===== config.mk =====
export PLATFORM = sky130hd
export DESIGN_NAME = pdm_duty_meter
export DESIGN_NICKNAME = d
export VERILOG_FILES = /design/src/rtl/pdm_duty_meter.sv
export SDC_FILE = /design/constraint.sdc
export NUM_CORES = 1
export LEC_CHECK = 0
export CORE_MARGIN = 4
export CORE_UTILIZATION = 35
export DETAILED_ROUTE_END_ITERATION = 12
export PLACE_DENSITY_LB_ADDON = 0.12
export SLEW_MARGIN = 20
export SYNTH_ARGS = -nofsm -noshare
export SYNTH_HDL_FRONTEND = slang
export SYNTH_SLANG_ARGS = --single-unit

===== constraint.sdc =====
create_clock -name clk -period 1.8 [get_ports clk]
set_input_delay 0.18 -clock clk [delete_from_list [all_inputs] [get_ports clk]]
set_output_delay 0.18 -clock clk [all_outputs]
set_load 0.01 [all_outputs]

===== src/rtl/pdm_duty_meter.sv =====
// Multi-channel PDM duty-cycle meter: counts ones per channel over a 2^WIN_LOG2 window
// and publishes a scaled duty word with a done strobe. Optional peak hold: PDM_DUTY_PEAK_EN.
module pdm_duty_meter #(
    parameter int NUM_CH   = 2,
    parameter int WIN_LOG2 = 16,
    parameter int DUTY_W   = 16
) (
    input  logic                       clk,
    input  logic                       rst_n,
    input  logic                       en,
    input  logic [NUM_CH-1:0]          PDM,
    output logic [NUM_CH*DUTY_W-1:0]   duty,
    output logic                       done,
    output logic                       busy,
    input  logic                       peak_clr,
    output logic [NUM_CH*DUTY_W-1:0]   peak
);

    typedef enum logic [1:0] {
        ST_IDLE  = 2'd0,
        ST_PRIME = 2'd1,
        ST_ACCUM = 2'd2
    } state_t;

    localparam int SHL  = (DUTY_W > WIN_LOG2) ? (DUTY_W - WIN_LOG2) : 0;
    localparam int SHR  = (WIN_LOG2 > DUTY_W) ? (WIN_LOG2 - DUTY_W) : 0;
    localparam int WIDE = WIN_LOG2 + DUTY_W;

    // A full window of ones (count == 2^WIN_LOG2) is the only value with the top bit set.
    function automatic logic [DUTY_W-1:0] scale_duty(input logic [WIN_LOG2:0] cnt);
        logic [WIDE-1:0]   wide;
        logic [DUTY_W-1:0] res;
        wide = {{DUTY_W{1'b0}}, cnt[WIN_LOG2-1:0]};
        wide = (wide << SHL) >> SHR;
        if (cnt[WIN_LOG2]) begin
            res = {DUTY_W{1'b1}};
        end else begin
            res = wide[DUTY_W-1:0];
        end
        return res;
    endfunction

    state_t                     state_r;
    logic [WIN_LOG2-1:0]        wcnt_r;
    logic                       busy_r;
    logic                       upd_r;
    logic                       done_r;
    logic [NUM_CH*DUTY_W-1:0]   duty_r;
    logic [WIN_LOG2:0]          acc_r [NUM_CH];
    logic [WIN_LOG2:0]          fin_r [NUM_CH];
    logic [WIN_LOG2:0]          sum_s [NUM_CH];
    logic [DUTY_W-1:0]          duty_new_s [NUM_CH];
    logic                       last_s;

    assign last_s = &wcnt_r;

    for (genvar g = 0; g < NUM_CH; g++) begin : g_ch
        assign sum_s[g]      = acc_r[g] + {{WIN_LOG2{1'b0}}, PDM[g]};
        assign duty_new_s[g] = scale_duty(fin_r[g]);
    end

    // Control FSM: window counter, busy flag and end-of-window update request.
    always_ff @(posedge clk or negedge rst_n) begin
        if (!rst_n) begin
            state_r <= ST_IDLE;
            wcnt_r  <= {WIN_LOG2{1'b0}};
            busy_r  <= 1'b0;
            upd_r   <= 1'b0;
        end else begin
            upd_r <= 1'b0;
            case (state_r)
                ST_IDLE: begin
                    wcnt_r <= {WIN_LOG2{1'b0}};
                    if (en) begin
                        state_r <= ST_PRIME;
                        busy_r  <= 1'b1;
                    end else begin
                        state_r <= ST_IDLE;
                        busy_r  <= 1'b0;
                    end
                end
                ST_PRIME: begin
                    if (!en) begin
                        state_r <= ST_IDLE;
                        wcnt_r  <= {WIN_LOG2{1'b0}};
                        busy_r  <= 1'b0;
                    end else begin
                        wcnt_r  <= wcnt_r + WIN_LOG2'(1);
                        busy_r  <= 1'b1;
                        if (last_s) begin
                            state_r <= ST_ACCUM;
                        end else begin
                            state_r <= ST_PRIME;
                        end
                    end
                end
                ST_ACCUM: begin
                    if (last_s) begin
                        // The final sample always completes the window, even if en just dropped.
                        upd_r <= 1'b1;
                        if (en) begin
                            state_r <= ST_ACCUM;
                            wcnt_r  <= wcnt_r + WIN_LOG2'(1);
                            busy_r  <= 1'b1;
                        end else begin
                            state_r <= ST_IDLE;
                            wcnt_r  <= {WIN_LOG2{1'b0}};
                            busy_r  <= 1'b0;
                        end
                    end else if (!en) begin
                        state_r <= ST_IDLE;
                        wcnt_r  <= {WIN_LOG2{1'b0}};
                        busy_r  <= 1'b0;
                    end else begin
                        state_r <= ST_ACCUM;
                        wcnt_r  <= wcnt_r + WIN_LOG2'(1);
                        busy_r  <= 1'b1;
                    end
                end
                default: begin
                    state_r <= ST_IDLE;
                    wcnt_r  <= {WIN_LOG2{1'b0}};
                    busy_r  <= 1'b0;
                end
            endcase
        end
    end

    // Per-channel accumulators; the completed window count is parked in fin_r.
    always_ff @(posedge clk or negedge rst_n) begin
        if (!rst_n) begin
            for (int i = 0; i < NUM_CH; i++) begin
                acc_r[i] <= {(WIN_LOG2+1){1'b0}};
                fin_r[i] <= {(WIN_LOG2+1){1'b0}};
            end
        end else begin
            for (int i = 0; i < NUM_CH; i++) begin
                if ((state_r == ST_ACCUM) && en && !last_s) begin
                    acc_r[i] <= sum_s[i];
                end else begin
                    acc_r[i] <= {(WIN_LOG2+1){1'b0}};
                end
                if ((state_r == ST_ACCUM) && last_s) begin
                    fin_r[i] <= sum_s[i];
                end else begin
                    fin_r[i] <= fin_r[i];
                end
            end
        end
    end

    // Duty words and done strobe change together on the update edge.
    always_ff @(posedge clk or negedge rst_n) begin
        if (!rst_n) begin
            duty_r <= {(NUM_CH*DUTY_W){1'b0}};
            done_r <= 1'b0;
        end else begin
            done_r <= upd_r;
            if (upd_r) begin
                for (int i = 0; i < NUM_CH; i++) begin
                    duty_r[i*DUTY_W +: DUTY_W] <= duty_new_s[i];
                end
            end else begin
                duty_r <= duty_r;
            end
        end
    end

    assign duty = duty_r;
    assign done = done_r;
    assign busy = busy_r;

`ifdef PDM_DUTY_PEAK_EN
    logic [NUM_CH*DUTY_W-1:0] peak_r;
    logic [NUM_CH*DUTY_W-1:0] peak_nxt_s;
    logic [DUTY_W-1:0]        peak_base_s [NUM_CH];

    // Next peak value: clear first, then take the max against a fresh duty word.
    always_comb begin
        peak_nxt_s = peak_r;
        for (int i = 0; i < NUM_CH; i++) begin
            if (peak_clr) begin
                peak_base_s[i] = {DUTY_W{1'b0}};
            end else begin
                peak_base_s[i] = peak_r[i*DUTY_W +: DUTY_W];
            end
            if (upd_r && (duty_new_s[i] > peak_base_s[i])) begin
                peak_nxt_s[i*DUTY_W +: DUTY_W] = duty_new_s[i];
            end else begin
                peak_nxt_s[i*DUTY_W +: DUTY_W] = peak_base_s[i];
            end
        end
    end

    // Peak registers survive en and aborts; only reset or peak_clr clears them.
    always_ff @(posedge clk or negedge rst_n) begin
        if (!rst_n) begin
            peak_r <= {(NUM_CH*DUTY_W){1'b0}};
        end else begin
            peak_r <= peak_nxt_s;
        end
    end

    assign peak = peak_r;
`else
    logic unused_peak_clr_s;
    assign unused_peak_clr_s = peak_clr;
    assign peak = {(NUM_CH*DUTY_W){1'b0}};
`endif

endmodule

* Word level (Yosys, flattened, before mapping)
Cells that the tools add are included.
W data, S select, Z words.
** Cells by class
- $add $sub $neg :: 3
- Eq/ne operators :: 2
- Multiplexer cells :: 15
- Reduce and logical (&&, ||, !) cells :: 8
** Operator list (count)
- $mux W16 :: 4
- $add A17 B1 Y17 :: 2
- $mux W17 :: 2
- $add A16 B1 Y16 const B :: 1
- $reduce_and A16 Y1 :: 1
- $mux W2 :: 3
- $pmux W2 S3 :: 1
- $mux W1 :: 5
- $logic_and A1 B1 Y1 :: 3
- $reduce_or A3 Y1 :: 1
- $eq A2 B1 Y1 const B :: 1
- $eq A2 B2 Y1 const B :: 1
- $logic_not A2 Y1 :: 1
- $reduce_or A2 Y1 :: 1
- $logic_not A1 Y1 :: 1
** Word-level totals
- Bits in registers :: 121
- Bits of input ports :: 6
- Output and inout bits :: 66
- Logic and storage cells :: 38

* Depth between registers and ports, before layout
Gate-level depths: netlist (run 1).
- Depth after elaboration :: 4
- Gate-level depth with buffers :: 8

* Least setup slack after synthesis (run 1)
No wires, ideal clock.
- Path type :: register -> register
- From :: reg wcnt_r[0]
- To :: reg acc_r[10] (netlist name)
- Setup time :: 0.122 ns
- Data arrival time :: 1.512 ns
- Setup slack :: 0.166 ns
- Cell stages (with the launch flop) :: 8
- Period minus slack after synthesis :: 1.634 ns
- Cells stage by stage :: dfrtp_1 -> ha_1 -> nand3_1 -> nor3_2 -> nand4_1 -> nand3_2 -> buf_6 -> nor2_1
** On the way
- Cells in the longest elaborated chain, start to end :: 4
** RTL lines
- start: declaration :: RTL line 44 : logic [WIN_LOG2-1:0] wcnt_r;
- start signal: assignment :: RTL line 66 : wcnt_r <= {WIN_LOG2{1'b0}};
- start signal: assignment :: RTL line 73 : wcnt_r <= {WIN_LOG2{1'b0}};
- start signal: assignment :: RTL line 85 : wcnt_r <= {WIN_LOG2{1'b0}};
- $reduce_and A16 Y1 :: RTL line 55 : assign last_s = &wcnt_r;
- $logic_not A1 Y1 :: RTL line 138 : if ((state_r == ST_ACCUM) && en && !last_s) begin
- $logic_and A1 B1 Y1 :: RTL line 138
- $mux W17 :: RTL line 138
- end signal: indexed assignment :: RTL line 133 : acc_r[i] <= {(WIN_LOG2+1){1'b0}};
- end signal: indexed assignment :: RTL line 139 : acc_r[i] <= sum_s[i];
- end signal: indexed assignment :: RTL line 141 : acc_r[i] <= {(WIN_LOG2+1){1'b0}};
- end: declaration :: RTL line 49 : logic [WIN_LOG2:0] acc_r [NUM_CH];
No other way between the ends.
A chain may end at the register's enable or synchronous reset.

* Final worst setup path (run 1)
- From :: reg acc_r[0] (netlist name)
- To :: reg fin_r[16] (netlist name)
** On the way
- Cells in the longest elaborated chain, start to end :: 1
** RTL lines
- $add A17 B1 Y17 :: RTL line 58 : assign sum_s[g] = acc_r[g] + {{WIN_LOG2{1'b0}}, PDM[g]};
- end signal: indexed assignment :: RTL line 134 : fin_r[i] <= {(WIN_LOG2+1){1'b0}};
- end signal: indexed assignment :: RTL line 144 : fin_r[i] <= sum_s[i];
- end signal: indexed assignment :: RTL line 146 : fin_r[i] <= fin_r[i];
- end: declaration :: RTL line 50 : logic [WIN_LOG2:0] fin_r [NUM_CH];
No other way between the ends.

==> results of run 1 <==
-- per-layer routing --
| metal | vias up | track usage (%) | part of all wire (%) |
|---|---|---|---|
| met5 | - | 0 | 0 |
| met1 | 1678 | 16.4 | 49 |
| met3 | 9 | 4.76 | 4.4 |
| met4 | 0 | 4.17 | 1.1 |
| li1 | 1781 | - | - |
| met2 | 61 | 19.0 | 45 |
-- worst max-delay path, cell delays in order, from the launching register on --
cell	delay, ns
dfrtp_1	0.32
ha_1	0.17
ha_2	0.21
nand3_2	0.13
nor3_4	0.28
nand4_1	0.15
xor2_1	0.20
o21ai_0	0.09
-- final cells by class --
| cell class | instances | area, sq um | share of cell area, % |
|---|---|---|---|
| clock buffer | 26 | 529 | 8.11 |
| clock inverter | 6 | 60.1 | 0.921 |
| timing repair buffer | 59 | 617 | 9.46 |
| sequential | 121 | 3030 | 46.4 |
| inverter | 14 | 52.6 | 0.806 |
| multi-input combinational | 372 | 2000 | 30.7 |
| tap | 184 | 230 | 3.53 |
-- repair_timing --
| action | in CTS | in global routing |
|---|---|---|
| gates resized for setup | 0 | 12 |
| endpoints found under the hold margin | 30 | 0 |
| endpoints found under the setup margin | 0 | 39 |
| hold buffers | 1 | 0 |
| setup buffers | 0 | 2 |
-- worst paths after layout --
| kind | start | endpoint | slack [ns] | depth (start not counted) |
|---|---|---|---|---|
| max | acc_r[0] | fin_r[16] | 0.13 | 7 |
| min | rst_n | duty[12] | 0.26 | 2 |
| max reg2reg | acc_r[0] | fin_r[16] | 0.13 | 7 |
| min reg2reg | wcnt_r[0] | wcnt_r[0] | 0.46 | 1 |
| max in group asynchronous | rst_n | fin_r[17] | 0.89 | 3 |
| min in group clk | wcnt_r[0] | wcnt_r[0] | 0.46 | 1 |
-- power groups by stage --
stage | Combinational, mW | Sequential (mW) | Clock, mW
floorplan | 0.0970 | 2.78 | 0
global route | 0.158 | 2.73 | 3.53
CTS | 0.136 | 2.73 | 3.40
global placement | 0.132 | 2.78 | 0
detailed placement | 0.134 | 2.78 | 0
finish | 0.132 | 2.73 | 3.29
-- state kept, by name (all words and copies together) (netlist names) --
register  count
wcnt_r       16
busy          1
duty         32
done          1
fin_r        34
acc_r        34
upd_r         1
state_r       2
-- logic make-up after synthesis --
| group | Yosys count | share of synthesized area, % |
|---|---|---|
| other | 1 | 0.0711 |
| AO/OA/AOI/OAI | 72 | 7.04 |
| adder cells (fa/ha/maj) | 9 | 2.13 |
| AND/OR/NAND/NOR | 217 | 18.5 |
| XOR/XNOR | 42 | 6.97 |
| flip-flops | 121 | 57.4 |
| buffers and inverters | 68 | 7.89 |
-- metrics by stage --
stage               hold slack, ns  cell area [sq um]  worst slack (ns)  power [mW]
finish                       0.264               6520             0.131        6.15
global route                 0.315               6520           -0.0151        6.42
CTS                          0.270               6450            0.0452        6.26
detailed placement           0.174               5850            -0.323        2.91
global placement             0.171               5850            -0.268        2.91
floorplan                   -0.116               5390             0.166        2.88
-- placed cells by master, fill, tap and decap left out, types with 7 or more instances in the layout --
master           netlist  routed
dfrtp_1              121     120
nor2_1               119     119
nand2_1               48      48
clkdlybuf4s50_1        0      37
a21oi_1               36      36
conb_1                 1      32
xor2_1                26      26
o21ai_0               25      24
clkbuf_16              0      17
xnor2_1               16      16
inv_1                 14      14
buf_4                 32      14
nand3_1               15      13
nand4_1               11      11
o21ai_1                8       9
and3_1                 7       7
clkbuf_8               0       7
==> results.ini, run 1 <==
[yosys]
synth_seq_cells = 121
syn_area_sq_um = 5280
synthTopCellsByArea = dfrtp_1 (57%), nor2_1 (8.5%), buf_4 (4.6%)
netlist_instances = 530
synth_commonest_cells = dfrtp_1 (121), nor2_1 (119), nand2_1 (48), a21oi_1 (36), buf_4 (32)
ys_types = 32
synth_top_area_share_pct = 57.4
synth_warnings = 0
synth_most_common_cell = dfrtp_1
synth_area_leader_cell = dfrtp_1
synthArstFlopShare_pct = 100
synth_edf_count = 0
synth_ff_type = dfrtp_1
avgSynthCellArea_sq_um = 9.96
seq_area_frac_synth_pct = 57.4

[finish]
layout-drive-gt1-share_pct = 11.7
finish.utilization_pct = 44.5
nets = 600
area_growth_pct = 23.6
n_antenna_cell = 0
stdcell_count = 782
fillCellCount = 1409

[global_route]
grt_pass1_vias = 3453
grt_max_degree = 70
grtUsageTotal_pct = 12.4
grt_overflow = 0
antenna_found_initial = 0
grt_pass1_wl_um = 16500

[min_path]
hold_class = primary input to async pin

[sta]
finalCritPeriodShare_pct = 92.7
skew_ns = 0.0137
setup_viol = 0
hold_violations = 0
worst_pin_slew_ns = 0.608
min_period_ns = 1.67
final.setup.tns_ns = 0
fmaxAchievable_mhz = 599
slew_viol_final = 0
slew_headroom_pct = 59.5

[setup_path]
required_ns = 2.09
cp.arrival_ns = 1.96
critPathLaunchType = flop
worstSetupPathType = flop to flop
worstPathMaxFanout = 5
critPathCaptureType = flop

[clock_network]
path_clk_slew_ns = 0.05
cts_tree = built
cts_buffers = 17
root_buffer = clkbuf_16
h-tree-depth = 4
cts_max_path_buffers = 2
clkSinkCount = 121
clock_latency_ns = 0.42

[floorplanning]
die_area_sq_um = 17100
die_y_um = 131
io_pins = 72
row_count = 44
die-width_um = 131
core_area_sq_um = 14600
initial_core_util_pct = 36.0

[power]
pwr-share-comb_pct = 2.1
pwr_density_cell_nw_per_um2 = 944
pwr-share-clk_pct = 53.5
leakage_nw = 2.95
p_sw_share_pct = 20.3
p_sw_mw = 1.25
ir_drop_v = 0.000480
intPower_mw = 4.90
seqPwrFrac_pct = 44.4

[placed_design]
dp_hpwl_um = 6430
placed_cells = 747
numPortBuffers = 38
routabilityCongestion = 0.735

[run]
maxCapViolations = 0

[route]
dr.pass1.iters = 4
wl_per_cell_um = 12.6
drt_iter0_drc = 153
vias = 3529
postRouteAntennaNets = 0
totalWireLength_um = 9860
vias_per_cell = 4.51
drc = 0

[run_status]
status = finished, final reports clean

No activity file was read; power rests on OpenSTA's default activity.
==> inputs of run 2 (changes only) <==
--- a/config.mk
+++ b/config.mk
@@ -13,3 +13,4 @@
 export SYNTH_ARGS = -nofsm -noshare
 export SYNTH_HDL_FRONTEND = slang
 export SYNTH_SLANG_ARGS = --single-unit
+export TNS_END_PERCENT = 5
==> results.ini, run 2 (same netlist as run 1, synthesis figures left out) <==
[clock_network]
clock_latency_ns = 0.42
cts_buffers = 17
h-tree-depth = 4
clkSinkCount = 121
cts_max_path_buffers = 2
path_clk_slew_ns = 0.05
cts_tree = built
root_buffer = clkbuf_16

[sta]
worst_pin_slew_ns = 0.608
grt_setup_unrepaired = false
slew_headroom_pct = 59.5
fmaxAchievable_mhz = 601
setup_viol = 0
finalCritPeriodShare_pct = 92.4
final.setup.tns_ns = 0
skew_ns = 0.0171
setup_ws_ns = 0.137
min_period_ns = 1.66
slew_viol_final = 0
hold_violations = 0

[route]
vias_per_cell = 4.52
totalWireLength_um = 9910
dr.pass1.iters = 4
postRouteAntennaNets = 0
drt_iter0_drc = 131
wl_per_cell_um = 12.7
drc = 0
vias = 3531

[setup_path]
reg2reg_from = acc_r[17]
crit_path_start = acc_r[17]
reg2reg_to = fin_r[29]
critPathLaunchType = flop
critPathCaptureType = flop
crit_end = fin_r[29]
worstSetupPathType = flop to flop
required_ns = 2.10
rrSetupSlack_ns = 0.14
worst-r2r-cell-count = 9
worstPathMaxFanout = 4
cp.arrival_ns = 1.96

[finish]
layout_common_cells = dfrtp_1 (120), nor2_1 (119), nand2_1 (48)
multi_input_area_sq_um = 2010
nets = 600
fillCellCount = 1409
layout_commonest_cell = dfrtp_1
n_antenna_cell = 0
register_area_sq_um = 3030
layout-drive-gt1-share_pct = 11.7
area_growth_pct = 23.7

[placed_design]
dp_hpwl_um = 6430
dpl_worst_slack_ns = -0.323
routabilityCongestion = 0.735
numPortBuffers = 38

[power]
p_sw_share_pct = 20.4
pwr_density_cell_nw_per_um2 = 943
seqPwrFrac_pct = 44.4
ir_drop_v = 0.000480
intPower_mw = 4.90
pwr-share-comb_pct = 2.1
leakage_nw = 2.96
pwr-share-clk_pct = 53.5
p_sw_mw = 1.25

[run_status]
status = finished, final reports clean

[floorplanning]
die_y_um = 131
initial_core_util_pct = 36.0
core_area_sq_um = 14600
io_pins = 72
row_count = 44
die_area_sq_um = 17100
die-width_um = 131

[min_path]
hold_class = primary input to async pin

[global_route]
grt_overflow = 0
grt_max_degree = 70
antenna_found_initial = 0
grt_pass1_vias = 3453
grtUsageTotal_pct = 12.4
grt_pass1_wl_um = 16500

[run]
maxCapViolations = 0

[run 2: metrics by stage]
step	hold WS [ns]	instance area [sq um]	instances	utilization (%)	total power, mW
after detailed placement	0.174	5850	747	39.9	2.91
final	0.264	6530	782	44.6	6.16
after global routing	0.315	6530	782	44.6	6.42
after CTS	0.270	6450	780	44.0	6.26
after global placement	0.171	5850	747	39.9	2.91
after floorplan	-0.116	5390	561	-	2.88
[run 2: worst min-delay path by stage]
stage               depth (start not counted)         to  start
global route                                2  fin_r[31]  rst_n
global placement                            1   duty[12]  rst_n
finish                                      2   duty[12]  rst_n
floorplan                                   0   acc_r[0]  rst_n
detailed placement                          1   duty[12]  rst_n
CTS                                         2   duty[12]  rst_n
[run 2: what timing repair did]
action                                  in CTS  in global routing
hold buffers                                 1                  0
setup buffers                                0                  2
resized for setup                            0                 12
endpoints found under the hold margin       30                  0
endpoints found under the setup margin       0                 39
[run 2: worst max-delay path: stages (launching register included)]
cell and delay, ns:
dfrtp_1 0.36, ha_4 0.16, ha_4 0.14, nand3_2 0.11
nor3_4 0.23, buf_6 0.13, buf_4 0.09, nand2_1 0.05
xor2_1 0.19, o21ai_1 0.09
[run 2: cell type report]
class,instances,area share [%]
clock inverters,6,0.920
well taps,184,3.53
inverters,14,0.805
flip-flops and latches,121,46.4
repair buffers,59,9.45
clock buffers,26,8.11
multi-input cells,372,30.8
[run 2: metal layers]
| layer | share of wire, % | GRT usage [%] | vias to the layer above |
|---|---|---|---|
| met5 | 0 | 0 | - |
| met4 | 0.87 | 4.17 | 0 |
| met3 | 4.3 | 4.76 | 8 |
| met2 | 45 | 19.0 | 64 |
| met1 | 49 | 16.4 | 1681 |
| li1 | - | - | 1778 |
[run 2: power groups by stage]
| stage | combinational [mW] | sequential [mW] | clock (mW) |
|---|---|---|---|
| 3_5_place_dp | 0.134 | 2.78 | 0 |
| 5_1_grt | 0.158 | 2.73 | 3.53 |
| 6_report | 0.132 | 2.73 | 3.29 |
| 3_3_place_gp | 0.132 | 2.78 | 0 |
| 4_1_cts | 0.136 | 2.73 | 3.40 |
| 2_1_floorplan | 0.0970 | 2.78 | 0 |
